### config.mk
export PLATFORM = sky130hd
export DESIGN_NAME = lab3_cache_flush_ctrl_flat
export DESIGN_NICKNAME = d
export VERILOG_FILES = /design/src/rtl/lab3_cache_flush_ctrl_if.sv /design/src/rtl/lab3_cache_flush_ctrl.sv /design/src/flat_wrapper.sv
export SDC_FILE = /design/constraint.sdc
export NUM_CORES = 1
export LEC_CHECK = 0
export BUFFER_PORTS_ARGS = -buffer_cell sky130_fd_sc_hd__buf_2
export CORE_ASPECT_RATIO = 0.7
export CORE_MARGIN = 2
export CORE_UTILIZATION = 45
export CTS_CLUSTER_DIAMETER = 150
export DETAILED_ROUTE_END_ITERATION = 12
export PLACE_DENSITY = 0.65
export SLEW_MARGIN = 20
export SYNTH_ARGS = -nofsm -noshare
export SYNTH_HDL_FRONTEND = slang
export SYNTH_SLANG_ARGS = --single-unit
export TNS_END_PERCENT = 5
### constraint.sdc
create_clock -name clk -period 2.6 [get_ports clk]
set_input_delay 0.13 -clock clk [delete_from_list [all_inputs] [get_ports clk]]
set_output_delay 0.13 -clock clk [all_outputs]
set_load 0.01 [all_outputs]
### src/rtl/lab3_cache_flush_ctrl_if.sv
// ---------------------------------------------------------------------------
// lab3_cache_flush_ctrl_if
//
// Bundles every signal between the flush sequencer and its surroundings
// (cache controller, cache datapath, batch sender and memory response path).
//
//   master : the environment side (controller / datapath / sender / memory)
//   slave  : the flush sequencer itself
//
// Signal groups:
//   flush request/response : flush_req_val/rdy, flush_resp_val/rdy,
//                            flush_busy, flush_wb_count
//   datapath index control : index_mux_sel, idx_incr_mux_sel,
//                            index_incr_reg_en, read_way
//   dirty array            : is_dirty, dirty_wen, dirty_wdata
//   batch sender           : batch_send_istream_val/rdy, batch_send_rw,
//                            batch_send_addr_sel
//   memory write responses : mem_wr_ack
// ---------------------------------------------------------------------------
interface lab3_cache_flush_ctrl_if;
    logic       flush_req_val;
    logic       flush_req_rdy;
    logic       flush_resp_val;
    logic       flush_resp_rdy;
    logic       flush_busy;
    logic [6:0] flush_wb_count;

    logic       index_mux_sel;
    logic       idx_incr_mux_sel;
    logic       index_incr_reg_en;
    logic       read_way;

    logic       is_dirty;
    logic       dirty_wen;
    logic       dirty_wdata;

    logic       batch_send_istream_val;
    logic       batch_send_istream_rdy;
    logic       batch_send_rw;
    logic       batch_send_addr_sel;

    logic       mem_wr_ack;

    modport master (
        output flush_req_val,
        input  flush_req_rdy,
        input  flush_resp_val,
        output flush_resp_rdy,
        input  flush_busy,
        input  flush_wb_count,
        input  index_mux_sel,
        input  idx_incr_mux_sel,
        input  index_incr_reg_en,
        input  read_way,
        output is_dirty,
        input  dirty_wen,
        input  dirty_wdata,
        input  batch_send_istream_val,
        output batch_send_istream_rdy,
        input  batch_send_rw,
        input  batch_send_addr_sel,
        output mem_wr_ack
    );

    modport slave (
        input  flush_req_val,
        output flush_req_rdy,
        output flush_resp_val,
        input  flush_resp_rdy,
        output flush_busy,
        output flush_wb_count,
        output index_mux_sel,
        output idx_incr_mux_sel,
        output index_incr_reg_en,
        output read_way,
        input  is_dirty,
        output dirty_wen,
        output dirty_wdata,
        output batch_send_istream_val,
        input  batch_send_istream_rdy,
        output batch_send_rw,
        output batch_send_addr_sel,
        input  mem_wr_ack
    );
endinterface

### src/rtl/lab3_cache_flush_ctrl.sv
// ---------------------------------------------------------------------------
// lab3_cache_flush_ctrl
//
// Flush sequencer for the 2-way set-associative write-back cache (32 sets,
// 2 ways, 16 words/line). On an accepted flush request it walks all 64 lines
// in order set 0..31, way 0 then way 1, hands every dirty line to the batch
// sender, clears its dirty bit, then waits until the sender is idle and all
// memory write acks are back before raising flush_resp_val.
//
// Ports:
//   clk    : clock
//   reset  : asynchronous, active-high reset
//   bus    : lab3_cache_flush_ctrl_if.slave (flush handshake, datapath index
//            control, dirty array, batch sender, memory write acks)
// ---------------------------------------------------------------------------
module lab3_cache_flush_ctrl (
    input  logic                         clk,
    input  logic                         reset,
    lab3_cache_flush_ctrl_if.slave       bus
);

    typedef enum logic [2:0] {
        IDLE,
        CHECK,
        SEND,
        NEXT,
        DRAIN,
        DONE
    } state_t;

    localparam logic [4:0]  LAST_SET      = 5'd31;
    localparam logic [10:0] WORDS_PER_LINE = 11'd16;

    state_t      state_q, state_d;
    logic [4:0]  set_q, set_d;
    logic        way_q, way_d;
    logic        first_q, first_d;
    logic [10:0] acks_q, acks_d;
    logic [6:0]  wb_q, wb_d;

    logic        send_fire;
    logic        ack_counted;

    logic        req_rdy;
    logic        resp_val;
    logic        idx_mux;
    logic        incr_mux;
    logic        incr_en;
    logic        way_out;
    logic        wen;
    logic        send_val;

    // The sender latches address and data on the val&rdy cycle.
    assign send_fire   = (state_q == SEND) && bus.batch_send_istream_rdy;
    // An ack with nothing outstanding is stray and must not wrap the counter.
    assign ack_counted = bus.mem_wr_ack && (acks_q != 11'd0);

    always_ff @(posedge clk or posedge reset) begin
        if (reset) begin
            state_q <= IDLE;
            set_q   <= 5'd0;
            way_q   <= 1'b0;
            first_q <= 1'b0;
            acks_q  <= 11'd0;
            wb_q    <= 7'd0;
        end else begin
            state_q <= state_d;
            set_q   <= set_d;
            way_q   <= way_d;
            first_q <= first_d;
            acks_q  <= acks_d;
            wb_q    <= wb_d;
        end
    end

    // Outstanding write-ack counter: each sent line owes 16 response words.
    always_comb begin
        acks_d = acks_q;
        if (send_fire && ack_counted) begin
            acks_d = acks_q + WORDS_PER_LINE - 11'd1;
        end else if (send_fire) begin
            acks_d = acks_q + WORDS_PER_LINE;
        end else if (ack_counted) begin
            acks_d = acks_q - 11'd1;
        end
    end

    always_comb begin
        state_d  = state_q;
        set_d    = set_q;
        way_d    = way_q;
        first_d  = first_q;
        wb_d     = wb_q;

        req_rdy  = 1'b0;
        resp_val = 1'b0;
        idx_mux  = 1'b0;
        incr_mux = 1'b0;
        incr_en  = 1'b0;
        way_out  = 1'b0;
        wen      = 1'b0;
        send_val = 1'b0;

        case (state_q)
            IDLE: begin
                req_rdy = 1'b1;
                if (bus.flush_req_val) begin
                    set_d   = 5'd0;
                    way_d   = 1'b0;
                    first_d = 1'b1;
                    wb_d    = 7'd0;
                    state_d = CHECK;
                end
            end

            CHECK: begin
                // While first is set the datapath index register still holds
                // whatever the last access left there, so force set 0.
                idx_mux  = 1'b1;
                incr_mux = ~first_q;
                way_out  = way_q;
                state_d  = bus.is_dirty ? SEND : NEXT;
            end

            SEND: begin
                idx_mux  = 1'b1;
                incr_mux = ~first_q;
                way_out  = way_q;
                send_val = 1'b1;
                if (bus.batch_send_istream_rdy) begin
                    wen     = 1'b1;
                    wb_d    = wb_q + 7'd1;
                    state_d = NEXT;
                end
            end

            NEXT: begin
                if (!way_q) begin
                    way_d   = 1'b1;
                    state_d = CHECK;
                end else if (set_q == LAST_SET) begin
                    state_d = DRAIN;
                end else begin
                    // The incrementer input comes from the same mux, so the
                    // first advance computes 0+1 rather than stale+1.
                    way_d    = 1'b0;
                    set_d    = set_q + 5'd1;
                    incr_en  = 1'b1;
                    incr_mux = ~first_q;
                    first_d  = 1'b0;
                    state_d  = CHECK;
                end
            end

            DRAIN: begin
                if (bus.batch_send_istream_rdy && (acks_q == 11'd0)) begin
                    state_d = DONE;
                end
            end

            DONE: begin
                resp_val = 1'b1;
                if (bus.flush_resp_rdy) begin
                    state_d = IDLE;
                end
            end

            default: begin
                state_d = IDLE;
            end
        endcase
    end

    assign bus.flush_req_rdy          = req_rdy;
    assign bus.flush_resp_val         = resp_val;
    assign bus.flush_busy             = (state_q != IDLE);
    // wb is cleared only when the next flush is accepted, so it doubles as
    // the "lines written by the last flush" report.
    assign bus.flush_wb_count         = wb_q;
    assign bus.index_mux_sel          = idx_mux;
    assign bus.idx_incr_mux_sel       = incr_mux;
    assign bus.index_incr_reg_en      = incr_en;
    assign bus.read_way               = way_out;
    assign bus.dirty_wen              = wen;
    assign bus.dirty_wdata            = 1'b0;
    assign bus.batch_send_istream_val = send_val;
    assign bus.batch_send_rw          = (state_q != IDLE);
    assign bus.batch_send_addr_sel    = (state_q != IDLE);

endmodule

### src/flat_wrapper.sv
// flat-port wrapper written by rule: the top's interface ports become plain ports
module lab3_cache_flush_ctrl_flat 
  (clk, reset, bus_flush_req_val, bus_flush_req_rdy, bus_flush_resp_val, bus_flush_resp_rdy, bus_flush_busy, bus_flush_wb_count, bus_index_mux_sel, bus_idx_incr_mux_sel, bus_index_incr_reg_en, bus_read_way, bus_is_dirty, bus_dirty_wen, bus_dirty_wdata, bus_batch_send_istream_val, bus_batch_send_istream_rdy, bus_batch_send_rw, bus_batch_send_addr_sel, bus_mem_wr_ack);
  lab3_cache_flush_ctrl_if bus_i ();
  input  logic clk;
  input  logic reset;
  input wire logic [$bits(bus_i.flush_req_val)-1:0] bus_flush_req_val;
  output wire logic [$bits(bus_i.flush_req_rdy)-1:0] bus_flush_req_rdy;
  output wire logic [$bits(bus_i.flush_resp_val)-1:0] bus_flush_resp_val;
  input wire logic [$bits(bus_i.flush_resp_rdy)-1:0] bus_flush_resp_rdy;
  output wire logic [$bits(bus_i.flush_busy)-1:0] bus_flush_busy;
  output wire logic [$bits(bus_i.flush_wb_count)-1:0] bus_flush_wb_count;
  output wire logic [$bits(bus_i.index_mux_sel)-1:0] bus_index_mux_sel;
  output wire logic [$bits(bus_i.idx_incr_mux_sel)-1:0] bus_idx_incr_mux_sel;
  output wire logic [$bits(bus_i.index_incr_reg_en)-1:0] bus_index_incr_reg_en;
  output wire logic [$bits(bus_i.read_way)-1:0] bus_read_way;
  input wire logic [$bits(bus_i.is_dirty)-1:0] bus_is_dirty;
  output wire logic [$bits(bus_i.dirty_wen)-1:0] bus_dirty_wen;
  output wire logic [$bits(bus_i.dirty_wdata)-1:0] bus_dirty_wdata;
  output wire logic [$bits(bus_i.batch_send_istream_val)-1:0] bus_batch_send_istream_val;
  input wire logic [$bits(bus_i.batch_send_istream_rdy)-1:0] bus_batch_send_istream_rdy;
  output wire logic [$bits(bus_i.batch_send_rw)-1:0] bus_batch_send_rw;
  output wire logic [$bits(bus_i.batch_send_addr_sel)-1:0] bus_batch_send_addr_sel;
  input wire logic [$bits(bus_i.mem_wr_ack)-1:0] bus_mem_wr_ack;
  assign bus_i.flush_req_val = bus_flush_req_val;
  assign bus_flush_req_rdy = bus_i.flush_req_rdy;
  assign bus_flush_resp_val = bus_i.flush_resp_val;
  assign bus_i.flush_resp_rdy = bus_flush_resp_rdy;
  assign bus_flush_busy = bus_i.flush_busy;
  assign bus_flush_wb_count = bus_i.flush_wb_count;
  assign bus_index_mux_sel = bus_i.index_mux_sel;
  assign bus_idx_incr_mux_sel = bus_i.idx_incr_mux_sel;
  assign bus_index_incr_reg_en = bus_i.index_incr_reg_en;
  assign bus_read_way = bus_i.read_way;
  assign bus_i.is_dirty = bus_is_dirty;
  assign bus_dirty_wen = bus_i.dirty_wen;
  assign bus_dirty_wdata = bus_i.dirty_wdata;
  assign bus_batch_send_istream_val = bus_i.batch_send_istream_val;
  assign bus_i.batch_send_istream_rdy = bus_batch_send_istream_rdy;
  assign bus_batch_send_rw = bus_i.batch_send_rw;
  assign bus_batch_send_addr_sel = bus_i.batch_send_addr_sel;
  assign bus_i.mem_wr_ack = bus_mem_wr_ack;
  lab3_cache_flush_ctrl u_core (.clk(clk), .reset(reset), .bus(bus_i));
endmodule
==> flow_summary.ini, run 1 <==
[finish]
drive_gt1_share_pct = 20.5
final_cell_area_mm2 = 0.00204
num-nets-final = 239
final_core_util_pct = 52.7
antennaDiodeCount = 0
syn2layout_area_growth_pct = 13.7

[logic_synthesis]
synth_commonest_cells = dfrtp_1 (28), nor2_1 (28), nand2_1 (14)
synth_cells = 202
syn-cell-area_mm2 = 0.00179
yosysWarnings = 0
synth_adder_area_share_pct = 4.88
yosysTopAreaCell = dfrtp_1
synth_compound_area_share_pct = 13.0
synth_top_family_by_area = simple AND/OR/NAND/NOR gates
synthMuxAreaShare_pct = 1.19
yosys.area.top_type_share_pct = 39.1
ys_seq_area_share_pct = 39.1
synthArstFlopShare_pct = 100
synth_cell_type_count = 50
synthXorXnorAreaFrac_pct = 9.27
syn_avg_cell_area_um2 = 8.88
yosys.area_share.simple_pct = 25.4
synth-main-ff-cell = dfrtp_1
synth-seq-cells = 28
synth_edf_count = 0
syn-num-nets = 216
synth_area_leaders = dfrtp_1 (39%), nor2_1 (5.9%), ha_1 (4.9%)

[floorplanning]
start_util_pct = 46.3
die_y_um = 56.8
die-area_mm2 = 0.00452
core-area_mm2 = 0.00387
dieWidth_um = 79.5
io_pins = 26
rows = 19

[drt]
drcViolationCount = 0
wl_per_cell_um = 13.0
viasPerCell = 5.28
final_antenna_net_count = 0
num_vias = 1456
firstDrtPassIters = 4
dr.first_iter.drc_count = 105
wl_um = 3590

[global_route]
track_usage_pct = 17.4
grt_max_degree = 29
grt.overflow.total = 0
first_global_vias = 1300
grt_pass1_wl_um = 6210
antenna_found_initial = 0

[hold_path]
hp-class = primary input to flip-flop

[clock_tree]
cts_tree = done
cts_resized = 0
cts.clk_slew.worst_paths_ns = 0.10
cts_root_buf = clkbuf_8
clock_latency_ns = 0.27
htreeDepth = 1
cts_sinks = 28
cts_buffer_depth = 2
cts_buffers = 3

[pwr]
p_leak_nw = 0.959
vdd_drop_max_uv = 527
power.density_mw_per_mm2 = 1030

[critical_path]
crit_required_ns = 2.81
end_kind = flip-flop
crit_top_cell = xnor2_1
crit_fanout = 15
slowest_stage = or3b_2
cp.arrival_ns = 2.51
critPathMaxStageDelay_ns = 0.55
cp_cell_sequence = inv_1 -> ha_1 -> or3b_2 -> o41ai_4 -> buf_4 -> nor2_2 -> xnor2_1 -> a21oi_1 -> xnor2_1
crit_type = flip-flop to flip-flop
startpoint_type = flip-flop

[sta]
clock_skew_ns = 0.00136
setup_tns_ns = 0
fmax_ghz = 0.434
fin_crit_ns = 2.30
finalHoldViolCount = 0
period_share_pct = 88.6
slew_viol_final = 0
grt_setup_unrepaired = no
setup_violations = 0

[placement]
place_area_mm2 = 0.00196
io_buffers = 24
routabilityCongestion = 0.862
dpl.hpwl_um = 2560

[flow_run]
cap_violations = 0

[status]
status = finished clean
worst paths after layout:
check / slack [ns] / from / end / cells after the start
setup / recovery: 0.30 / u_core.acks_q[0] / u_core.acks_q[7] / 9
hold / removal: 0.21 / bus_mem_wr_ack / u_core.acks_q[10] / 4
setup reg to reg: 0.30 / u_core.acks_q[0] / u_core.acks_q[7] / 9
hold reg to reg: 0.53 / u_core.set_q[4] / u_core.set_q[4] / 1
max in group asynchronous: 1.87 / reset / u_core.acks_q[1] / 4
min in group asynchronous: 0.47 / reset / u_core.state_q[1] / 4
through the flow:
stage	hold WS, ns	power [W]	worst slack (ns)	instances
after floorplan	0.195	0.00150	0.366	202
after global placement	0.219	0.00175	0.360	271
after detailed placement	0.228	0.00176	0.317	271
after CTS	0.206	0.00213	0.283	276
after global routing	0.228	0.00231	0.0695	276
final	0.214	0.00211	0.297	276
sequential cells by signal, indices dropped and copies added (netlist names):
signal                     count
u_core.state_q                 3
u_core.way_q                   1
u_core.first_q                 1
u_core.set_q                   5
u_core.bus.flush_wb_count      7
u_core.acks_q                 11
where the power goes:
part	switching [W]	leakage [nW]	total (W)	internal, W
clock network	0.000139	0.0357	0.000346	0.000206
registers	0.000198	0.355	0.000790	0.000592
logic	0.000534	0.568	0.000973	0.000439
worst max-delay path, delay by kind of cell, from the launching register on:
kind | cells | cell delay, ns
AO/OA/AOI/OAI | 2 | 0.48
adder cells (fa/ha/maj) | 1 | 0.15
XOR/XNOR | 2 | 0.25
AND/OR/NAND/NOR | 2 | 0.61
flip-flops | 1 | 0.42
buffers and inverters | 2 | 0.32
placed cells by master, fill, tap and decap left out, types with 3 or more instances in the layout:
cell type and n:
xor2_1 10, nand3_1 7, xnor2_1 9, nor3_1 9, buf_2 24, and2_1 5, dfrtp_1 28, ha_1 7
buf_4 8, nand2_1 14, nor2_1 28, a21oi_1 6, o21ai_0 9, nand4_1 7, clkbuf_8 3, inv_1 11
logic make-up (layout without fill, tap and decap cells):
| family | Yosys count | after routing |
|---|---|---|
| buffers and inverters | 27 | 49 |
| adder cells (fa/ha/maj) | 7 | 7 |
| multiplexers | 2 | 2 |
| XOR/XNOR | 19 | 19 |
| AND/OR/NAND/NOR | 87 | 87 |
| AO/OA/AOI/OAI | 31 | 31 |
| flip-flops | 28 | 28 |
| other | 1 | 1 |
layout make-up:
type | instances | area, um2
well taps | 52 | 65.1
repair buffers | 33 | 190
clock buffers | 3 | 41.3
fillers | 370 | 1830
multi-input cells | 147 | 968
flip-flops and latches | 28 | 701
inverters | 12 | 45.0
clock inverters | 1 | 30.0
layer usage:
metal	routed length [um]	part of all wire [%]	track usage, %	up-vias
li1	-	-	-	742
met5	0	0	0	-
met3	160	4.5	4.18	4
met2	1440	40	24.4	29
met1	1960	54	27.0	681
met4	31	0.86	3.94	0
timing repair:
item                      CTS  global route
setup buffers               0             0
hold endpoints to repair   28             0
hold buffers                1             0
Note: power is estimated with default switching activity, not from simulation.
==> inputs of run 2 (changes only) <==
CORE_UTILIZATION = 51   (was 45)
PLACE_DENSITY = 0.75   (was 0.65)
clock period = 1.99 ns   (was 2.6 ns; I/O delays follow)
==> flow_summary.ini, run 2 (synthesis results as in run 1) <==
[status]
status = finished, violations left
violations = negative setup slack

[finish]
final_common_cell = buf_4
antennaDiodeCount = 0
syn2layout_area_growth_pct = 31.3
largest_register_ffs = 11
top_register = u_core.acks_q
final_cell_mix = buf_4 (38), dfrtp_1 (28), nor2_1 (27)
final_core_util_pct = 72.4
fillCellCount = 241
num-nets-final = 271
drive_gt1_share_pct = 35.5

[floorplanning]
dieWidth_um = 74.9
io_pins = 26
die-area_mm2 = 0.00402
start_util_pct = 55.1
die_y_um = 53.6
core-area_mm2 = 0.00325
rows = 17

[drt]
wl_per_cell_um = 14.2
wl_um = 4320
num_vias = 1654
dr.first_iter.drc_count = 96
firstDrtPassIters = 4
final_antenna_net_count = 0
drcViolationCount = 0
viasPerCell = 5.46

[sta]
fmax_ghz = 0.489
finalHoldViolCount = 0
setup_tns_ns = -0.191
fin_crit_ns = 2.05
period_share_pct = 103
setup_violations = 5
slew_viol_final = 0
grt_setup_unrepaired = yes
fin_ws_ns = -0.0564
clock_skew_ns = 0.00587

[pwr]
p_leak_nw = 1.12
power.density_mw_per_mm2 = 1390
vdd_drop_max_uv = 648

[flow_run]
cap_violations = 0

[hold_path]
hp-class = primary input to flip-flop

[placement]
io_buffers = 24
dpl.hpwl_um = 3100
routabilityCongestion = 0.880

[clock_tree]
cts_buffers = 3
cts_sinks = 28
cts_root_buf = clkbuf_8
htreeDepth = 1
cts_buffer_depth = 2
cts_tree = done
cts.clk_slew.worst_paths_ns = 0.10
clock_latency_ns = 0.28

[global_route]
grt_max_degree = 29
track_usage_pct = 23.6
antenna_found_initial = 0
grt.overflow.total = 0
grt_pass1_wl_um = 7070
first_global_vias = 1490

[critical_path]
cp.arrival_ns = 2.25
end_kind = flip-flop
startpoint_type = flip-flop
crit_required_ns = 2.20
crit_type = flip-flop to flip-flop
crit_fanout = 5
-- run 2: cell types whose count changed in the layout (fill, tap and decap cells not counted), sizes merged --
cell	change
buf	+32
-- run 2: final timing paths --
check	from	cells past startpoint	slack, ns	to
max in group asynchronous	reset	4	1.31	u_core.bus.flush_wb_count[4]
min in group asynchronous	reset	4	0.42	u_core.set_q[4]
worst max register to register	u_core.acks_q[1]	9	-0.06	u_core.acks_q[7]
worst min-delay path	bus_is_dirty	4	0.19	u_core.state_q[0]
worst min register to register	u_core.set_q[4]	1	0.53	u_core.set_q[4]
worst max-delay path	u_core.acks_q[1]	9	-0.06	u_core.acks_q[7]
-- run 2: critical path, stage by stage (launching register included) --
cell	delay, ns
dfrtp_1	0.42
inv_1	0.06
ha_1	0.14
or3b_4	0.42
o41ai_4	0.33
buf_6	0.17
nor2_2	0.04
xnor2_1	0.11
a21oi_1	0.15
xnor2_1	0.13
-- run 2: final cells by class --
class / count / area (um2) / area share [%]
multi-input combinational: 147 / 1040 / 44.1
sequential: 28 / 701 / 29.7
timing repair buffer: 65 / 438 / 18.6
tap: 47 / 58.8 / 2.50
inverter: 12 / 47.5 / 2.02
clock buffer: 3 / 41.3 / 1.75
clock inverter: 1 / 30.0 / 1.27
-- run 2: metrics by stage --
stage	area, um2	cells	total power (W)	setup slack [ns]	hold slack, ns
after detailed placement	2180	293	0.00267	-0.222	0.185
after floorplan	1820	202	0.00202	-0.205	0.165
final	2360	303	0.00327	-0.0564	0.190
after global placement	2180	293	0.00262	-0.203	0.183
after global routing	2360	303	0.00350	-0.174	0.218
after CTS	2330	303	0.00323	-0.0723	0.182
-- run 2: per-layer routing --
metal  global-route usage (%)  wire length (um)
met5                        0                 0
met4                     4.46                46
met3                     3.93               339
met2                     36.7              1880
met1                     35.1              2050
-- run 2: repair_timing --
action / in CTS / in global routing
hold endpoints to repair: 28 / 0
endpoints found under the setup margin: 12 / 15
cloned: 1 / 0
resized for setup: 10 / 8
pin swaps: 3 / 3
buffers inserted: 4 / 0
hold buffers: 1 / 0
-- run 2: power breakdown --
part / switching [W] / internal, W
registers: 0.000200 / 0.000774
logic: 0.000942 / 0.000908
clock network: 0.000179 / 0.000269
total: 0.00132 / 0.00195
